**config.mk**
```make
export PLATFORM = sky130hd
export DESIGN_NAME = mips_cpu_harvard_core
export DESIGN_NICKNAME = d
export VERILOG_FILES = /design/src/rtl/mips_cpu_pkg.sv /design/src/rtl/mips_cpu_regfile.sv /design/src/rtl/mips_cpu_harvard_core.sv
export SDC_FILE = /design/constraint.sdc
export NUM_CORES = 2
export LEC_CHECK = 0
export ABC_CLOCK_PERIOD_IN_PS = 36500
export CORE_ASPECT_RATIO = 0.9
export CORE_MARGIN = 5
export CORE_UTILIZATION = 24
export DETAILED_ROUTE_END_ITERATION = 16
export DONT_BUFFER_PORTS = 1
export PLACE_DENSITY = 0.39
export REMOVE_ABC_BUFFERS = 1
export SYNTH_ARGS = -nofsm -noshare
export SYNTH_HDL_FRONTEND = slang
export SYNTH_HIERARCHICAL = 1
export SYNTH_SLANG_ARGS = --single-unit
```
**constraint.sdc**
```tcl
create_clock -name clk -period 36.5 [get_ports clk]
set_input_delay 3.65 -clock clk [delete_from_list [all_inputs] [get_ports clk]]
set_output_delay 3.65 -clock clk [all_outputs]
set_load 0.005 [all_outputs]
```
**src/rtl/mips_cpu_pkg.sv**
```systemverilog
// Shared definitions for the Harvard MIPS-I core.
// Holds the opcode / SPECIAL funct / REGIMM rt encodings, the reset vector,
// the halt address, well-known register numbers and an immediate helper.
package mips_cpu_pkg;

  localparam logic [31:0] RESET_VECTOR = 32'hBFC0_0000;
  localparam logic [31:0] HALT_ADDR    = 32'h0000_0000;
  localparam logic [4:0]  REG_V0       = 5'd2;
  localparam logic [4:0]  REG_RA       = 5'd31;

  typedef enum logic [5:0] {
    OP_SPECIAL = 6'h00,
    OP_REGIMM  = 6'h01,
    OP_J       = 6'h02,
    OP_JAL     = 6'h03,
    OP_BEQ     = 6'h04,
    OP_BNE     = 6'h05,
    OP_ADDIU   = 6'h09,
    OP_SLTI    = 6'h0A,
    OP_SLTIU   = 6'h0B,
    OP_ANDI    = 6'h0C,
    OP_ORI     = 6'h0D,
    OP_XORI    = 6'h0E,
    OP_LUI     = 6'h0F,
    OP_LW      = 6'h23,
    OP_SW      = 6'h2B
  } opcode_e;

  typedef enum logic [5:0] {
    FN_SLL  = 6'h00,
    FN_SRL  = 6'h02,
    FN_SRA  = 6'h03,
    FN_JR   = 6'h08,
    FN_JALR = 6'h09,
    FN_ADDU = 6'h21,
    FN_SUBU = 6'h23,
    FN_AND  = 6'h24,
    FN_OR   = 6'h25,
    FN_XOR  = 6'h26,
    FN_SLT  = 6'h2A,
    FN_SLTU = 6'h2B
  } funct_e;

  typedef enum logic [4:0] {
    RI_BLTZ   = 5'h00,
    RI_BGEZ   = 5'h01,
    RI_BLTZAL = 5'h10,
    RI_BGEZAL = 5'h11
  } regimm_e;

  function automatic logic [31:0] sext16(input logic [15:0] v);
    return {{16{v[15]}}, v};
  endfunction

endpackage

```
**src/rtl/mips_cpu_regfile.sv**
```systemverilog
// 32 x 32-bit general purpose register file.
// Ports: i_clk, i_rst (async, active-high), i_we/i_waddr/i_wdata write port,
// i_raddr_a/o_rdata_a and i_raddr_b/o_rdata_b combinational read ports,
// o_v0 live tap of register $2.
// Register $0 reads as zero and ignores writes.
module mips_cpu_regfile
  import mips_cpu_pkg::*;
(
  input  logic        i_clk,
  input  logic        i_rst,
  input  logic        i_we,
  input  logic [4:0]  i_waddr,
  input  logic [31:0] i_wdata,
  input  logic [4:0]  i_raddr_a,
  output logic [31:0] o_rdata_a,
  input  logic [4:0]  i_raddr_b,
  output logic [31:0] o_rdata_b,
  output logic [31:0] o_v0
);

  logic [31:0] r_regs [32] = '{default: '0};

  always_ff @(posedge i_clk or posedge i_rst) begin
    if (i_rst) begin
      for (int unsigned i = 0; i < 32; i++) r_regs[i] <= '0;
    end else if (i_we && (i_waddr != '0)) begin
      r_regs[i_waddr] <= i_wdata;
    end
  end

  assign o_rdata_a = (i_raddr_a == '0) ? '0 : r_regs[i_raddr_a];
  assign o_rdata_b = (i_raddr_b == '0) ? '0 : r_regs[i_raddr_b];
  assign o_v0      = r_regs[REG_V0];

endmodule

```
**src/rtl/mips_cpu_harvard_core.sv**
```systemverilog
// Single-cycle MIPS-I integer core, Harvard buses, halts when PC reaches 0.
// Ports: clk, reset (async, active-high), clk_enable (state holds when 0),
// active (0 once halted), register_v0 (live $2), instr_address/instr_readdata
// (combinational fetch), data_address/data_write/data_read/data_writedata/
// data_readdata (word-wide combinational-read data port).
// Optional: define MIPS_CPU_TRACE_EN to $display each retired instruction.
module mips_cpu_harvard_core
  import mips_cpu_pkg::*;
(
  input  logic        clk,
  input  logic        reset,
  input  logic        clk_enable,
  output logic        active,
  output logic [31:0] register_v0,
  output logic [31:0] instr_address,
  input  logic [31:0] instr_readdata,
  output logic [31:0] data_address,
  output logic        data_write,
  output logic        data_read,
  output logic [31:0] data_writedata,
  input  logic [31:0] data_readdata
);

  logic [31:0] r_pc             = RESET_VECTOR;
  logic        r_branch_pending = 1'b0;
  logic [31:0] r_branch_target  = RESET_VECTOR;

  opcode_e     w_op;
  funct_e      w_fn;
  regimm_e     w_ri;
  logic [4:0]  w_rs, w_rt, w_rd, w_shamt;
  logic [31:0] w_rs_val, w_rt_val, w_simm, w_zimm, w_pc4, w_pc8;
  logic        w_active, w_commit;
  logic        w_wen, w_take, w_is_lw, w_is_sw;
  logic [4:0]  w_waddr;
  logic [31:0] w_wdata, w_target;

  assign w_op    = opcode_e'(instr_readdata[31:26]);
  assign w_fn    = funct_e'(instr_readdata[5:0]);
  assign w_rs    = instr_readdata[25:21];
  assign w_rt    = instr_readdata[20:16];
  assign w_rd    = instr_readdata[15:11];
  assign w_shamt = instr_readdata[10:6];
  assign w_ri    = regimm_e'(w_rt);
  assign w_simm  = sext16(instr_readdata[15:0]);
  assign w_zimm  = {16'd0, instr_readdata[15:0]};
  assign w_pc4   = r_pc + 32'd4;
  assign w_pc8   = r_pc + 32'd8;

  assign w_active = (r_pc != HALT_ADDR);
  assign w_commit = clk_enable && w_active;

  mips_cpu_regfile u_regfile (
    .i_clk     (clk),
    .i_rst     (reset),
    .i_we      (w_commit && w_wen),
    .i_waddr   (w_waddr),
    .i_wdata   (w_wdata),
    .i_raddr_a (w_rs),
    .o_rdata_a (w_rs_val),
    .i_raddr_b (w_rt),
    .o_rdata_b (w_rt_val),
    .o_v0      (register_v0)
  );

  always_comb begin
    w_wen    = 1'b0;
    w_waddr  = w_rt;
    w_wdata  = '0;
    w_take   = 1'b0;
    w_target = w_pc4 + (w_simm << 2);
    w_is_lw  = 1'b0;
    w_is_sw  = 1'b0;
    case (w_op)
      OP_SPECIAL: begin
        w_waddr = w_rd;
        w_wen   = 1'b1;
        case (w_fn)
          FN_SLL:  w_wdata = w_rt_val << w_shamt;
          FN_SRL:  w_wdata = w_rt_val >> w_shamt;
          FN_SRA:  w_wdata = $signed(w_rt_val) >>> w_shamt;
          FN_JR:   begin w_wen = 1'b0; w_take = 1'b1; w_target = w_rs_val; end
          FN_JALR: begin w_take = 1'b1; w_target = w_rs_val; w_wdata = w_pc8; end
          FN_ADDU: w_wdata = w_rs_val + w_rt_val;
          FN_SUBU: w_wdata = w_rs_val - w_rt_val;
          FN_AND:  w_wdata = w_rs_val & w_rt_val;
          FN_OR:   w_wdata = w_rs_val | w_rt_val;
          FN_XOR:  w_wdata = w_rs_val ^ w_rt_val;
          FN_SLT:  w_wdata = {31'd0, $signed(w_rs_val) < $signed(w_rt_val)};
          FN_SLTU: w_wdata = {31'd0, w_rs_val < w_rt_val};
          default: w_wen = 1'b0;
        endcase
      end
      OP_REGIMM: begin
        // Linking forms write $31 whether or not the branch is taken.
        w_waddr = REG_RA;
        w_wdata = w_pc8;
        case (w_ri)
          RI_BLTZ:   w_take = w_rs_val[31];
          RI_BGEZ:   w_take = !w_rs_val[31];
          RI_BLTZAL: begin w_take = w_rs_val[31];  w_wen = 1'b1; end
          RI_BGEZAL: begin w_take = !w_rs_val[31]; w_wen = 1'b1; end
          default:   ;
        endcase
      end
      OP_J:     begin w_take = 1'b1; w_target = {w_pc4[31:28], instr_readdata[25:0], 2'b00}; end
      OP_JAL:   begin
        w_take   = 1'b1;
        w_target = {w_pc4[31:28], instr_readdata[25:0], 2'b00};
        w_wen    = 1'b1;
        w_waddr  = REG_RA;
        w_wdata  = w_pc8;
      end
      OP_BEQ:   w_take = (w_rs_val == w_rt_val);
      OP_BNE:   w_take = (w_rs_val != w_rt_val);
      OP_ADDIU: begin w_wen = 1'b1; w_wdata = w_rs_val + w_simm; end
      OP_SLTI:  begin w_wen = 1'b1; w_wdata = {31'd0, $signed(w_rs_val) < $signed(w_simm)}; end
      OP_SLTIU: begin w_wen = 1'b1; w_wdata = {31'd0, w_rs_val < w_simm}; end
      OP_ANDI:  begin w_wen = 1'b1; w_wdata = w_rs_val & w_zimm; end
      OP_ORI:   begin w_wen = 1'b1; w_wdata = w_rs_val | w_zimm; end
      OP_XORI:  begin w_wen = 1'b1; w_wdata = w_rs_val ^ w_zimm; end
      OP_LUI:   begin w_wen = 1'b1; w_wdata = {instr_readdata[15:0], 16'd0}; end
      OP_LW:    begin w_wen = 1'b1; w_wdata = data_readdata; w_is_lw = 1'b1; end
      OP_SW:    w_is_sw = 1'b1;
      default:  ;
    endcase
  end

  // A taken branch/jump is remembered for one instruction so the delay slot
  // at PC+4 executes before control transfers.
  always_ff @(posedge clk or posedge reset) begin
    if (reset) begin
      r_pc             <= RESET_VECTOR;
      r_branch_pending <= 1'b0;
      r_branch_target  <= RESET_VECTOR;
    end else if (w_commit) begin
      r_pc             <= r_branch_pending ? r_branch_target : w_pc4;
      r_branch_pending <= w_take;
      r_branch_target  <= w_target;
    end
  end

  assign active         = w_active;
  assign instr_address  = r_pc;
  assign data_address   = w_rs_val + w_simm;
  assign data_writedata = w_rt_val;
  assign data_write     = w_active && w_is_sw && !reset;
  assign data_read      = w_active && w_is_lw && !reset;

`ifdef MIPS_CPU_TRACE_EN
  always_ff @(posedge clk) begin
    if (!reset && w_commit) begin
      if (w_wen && (w_waddr != '0))
        $display("pc=%08h instr=%08h $%0d<=%08h", r_pc, instr_readdata, w_waddr, w_wdata);
      else
        $display("pc=%08h instr=%08h", r_pc, instr_readdata);
    end
  end
`else
`endif

endmodule

```
==> impl_metrics.tcl <==
set metrics [dict create \
    outcome "completed" \
    dp_cells 10030 \
    ys_ff_latch 1089 \
    avgSynthCellArea_um2 11.6 \
    regArea_um2 27300 \
    drive_gt1_share_pct 34.1 \
    drt.antenna.violating_nets 0 \
    drc 0 \
    cts-resized-gates 0 \
    p_sw_share_pct 32.1 \
    netlist.area_leader.share_pct 36.1 \
    worstRegToRegCells 16 \
    synth_largest_area_cell "dfrtp_1" \
    yosysSeqAreaShare_pct 36.8 \
    synth_area_um2 74100 \
    dr.pass1.iters 7 \
    pwr-share-seq_pct 38.3 \
    relSlewSlack_pct 10.7 \
    synth_cell_type_count 98 \
    p_sw_mw 1.11 \
    vias 57667 \
    crit_required_ns 32.85 \
    cpMaxStageDelayCell "buf_16" \
    worst_hold_path_type "register to register" \
    layout_min_cycle_time_ns 13.88 \
    cts_tree "built" \
    postCtsSetupBuffers 0 \
    synthTopCellsByArea "dfrtp_1 (36%), mux2_2 (16%), mux4_2 (14%)" \
    initial_utilization_pct 24.1 \
    grt_pass1_wl_mm 492 \
    final_cell_mix "dfrtp_1 (1071), mux2_2 (1047), mux4_2 (446)" \
    synth_cells 6379 \
    clockBufferDepth 4 \
    num_rows 193 \
    holdBufCountCts 0 \
    worst_pin_slew_ns 1.34 \
    viasPerCell 5.62 \
    p_comb_share_pct 21.1 \
    crit_path_start_kind "primary input" \
    synth_edf_count 0 \
    io_buffer_count 0 \
    p_per_area_nw_per_um2 41.5 \
    critPathBufInv 4 \
    setup_viol 0 \
    max_stage_delay_ns 0.66 \
    wl_mm 357 \
    dieArea_um2 320000 \
    async_flop_share_pct 100 \
    cellLeakagePower_nw 36.1 \
    dpl.hpwl_mm 229 \
    slew_violations 0 \
    synthToLayoutAreaGrowth_pct 11.9 \
    ctsRootBufferMaster "clkbuf_16" \
    cp_top_family "compound AO/OA/AOI/OAI gates" \
    drtIter0Drc 6708 \
    utilization_pct 27.0 \
    grt_max_degree 326 \
    period_share_pct 38.0 \
    clock_skew_ns 0.0947 \
    max_freq_mhz 72.0 \
    final_nets 6372 \
    antenna_found_initial 37 \
    numCtsBuffers 139 \
    tns_ns 0 \
    die_h_um 537 \
    p_clk_share_pct 40.6 \
    drv_cap 0 \
    grt_pass1_vias 57017 \
    ir_drop_mv 0.0253 \
    critical_path_depth 18 \
    grt_usage_pct 21.5 \
    clk_pin_slew_ns 0.06 \
    crit_path_cell_trace "buf_16 > buf_16 > mux4_2 > a22o_1 > a2111oi_0 > a311oi_2 > buf_4 > inv_1 > ha_1 > nor2b_1 > o31a_1 > o21ai_0 > o21ai_0 > a21oi_1 > o221ai_1 > a21oi_1 > o21bai_1 > xnor2_1" \
    synth_top_flop_cell "dfrtp_1" \
    io-pin-count 198 \
    clkSinkCount 1089 \
    final_common_cell "dfrtp_1" \
    core_um2 307000 \
    grt.overflow.total 0 \
    stdcell_count 10270 \
    worstSetupPathType "primary input to output port" \
    whs_path_depth 0 \
    place_congestion 0.945 \
    rsz0062_at_grt "no" \
    cp_max_fo 124 \
    wire_per_inst_um 34.8 \
    multi_input_area_um2 43700 \
    die_x_um 596 \
    nFillCells 31801 \
    clock_latency_ns 0.85 \
    htree_levels 4 \
    critPathArrivalTime_ns 10.23 \
    intPower_mw 2.34 \
    yosysWarnings 6 \
    hold_viol 0 \
    crit_path_end_kind "output port" \
]
-- registers in the layout, summed over array words and instances, names as in the netlist --
name / cells
instr_address: 32
r_branch_target: 32
r_branch_pending: 1
u_regfile/r_regs: 992
u_regfile/o_v0: 32
-- stage by stage --
step	setup slack [ns]	instance area [um^2]	hold WS, ns	total power, mW
floorplan	4.03	70800	0.365	1.74
global placement	23.67	78400	0.378	2.04
detailed placement	23.66	78400	0.387	2.04
CTS	23.67	82900	0.399	3.46
global route	22.35	82900	0.412	3.58
finish	22.62	83000	0.398	3.45
-- routing by layer --
layer / routed length, um / share of wire [%] / track usage [%] / up-vias
met5: 42 / 0.012 / 0 / -
met4: 12600 / 3.5 / 6.50 / 6
met3: 27800 / 7.8 / 4.45 / 514
met2: 153000 / 43 / 32.3 / 2554
met1: 163000 / 46 / 31.1 / 31009
li1: - / - / - / 23584
-- area by class of cell --
type	count	share of cell area (%)
Multi-Input combinational cell	4471	52.7
Sequential cell	1089	32.9
Tap cell	4095	6.18
Clock buffer	202	4.92
Timing Repair Buffer	220	2.11
Inverter	157	0.719
Clock inverter	26	0.457
Antenna cell	10	0.0302
-- Yosys cell counts, types with 38 or more instances --
library cell  count
a211oi_1         97
a21o_1           39
a21oi_1         271
a22o_1           43
a22oi_1         123
a31oi_1          44
buf_1            72
buf_2           115
buf_4            56
buf_6            38
clkbuf_1        365
dfrtp_1        1071
ha_1            223
inv_1           154
mux2_2         1047
mux2i_1         337
mux4_2          446
nand2_1         249
nand3_1          68
nor2_1          298
nor2b_1          72
nor3_1          104
nor4_1           43
o211ai_1         42
o21ai_0         195
o221ai_1         44
o22ai_1          58
xnor2_1          98
-- logic make-up after synthesis --
group / after synthesis / synth area share (%)
mux: 1839 / 34.3
compound gates: 1231 / 11.3
flops: 1089 / 36.8
simple gates: 1039 / 6.83
buf+inv: 819 / 5.24
fa+ha+maj: 227 / 3.87
xor+xnor: 135 / 1.60
-- path summary, 6_finish.rpt --
check                                       start                     end  slack, ns
max reg2reg                     u_regfile/o_v0[7]   u_regfile/r_regs[736]      29.45
max                            instr_readdata[21]        data_address[20]      22.62
min                        u_regfile/r_regs[1000]  u_regfile/r_regs[1000]       0.40
max in group asynchronous                   reset   u_regfile/r_regs[571]      29.57
min reg2reg                u_regfile/r_regs[1000]  u_regfile/r_regs[1000]       0.40
min in group asynchronous                   reset       u_regfile/o_v0[0]       2.84
-- power groups by stage --
stage | Clock (mW) | Sequential (mW) | Combinational [mW]
global route | 1.48 | 1.33 | 0.770
detailed placement | 0 | 1.34 | 0.698
global placement | 0 | 1.34 | 0.702
finish | 1.40 | 1.32 | 0.728
floorplan | 0 | 1.32 | 0.424
CTS | 1.44 | 1.32 | 0.702
No activity file was read; power rests on OpenSTA's default activity.
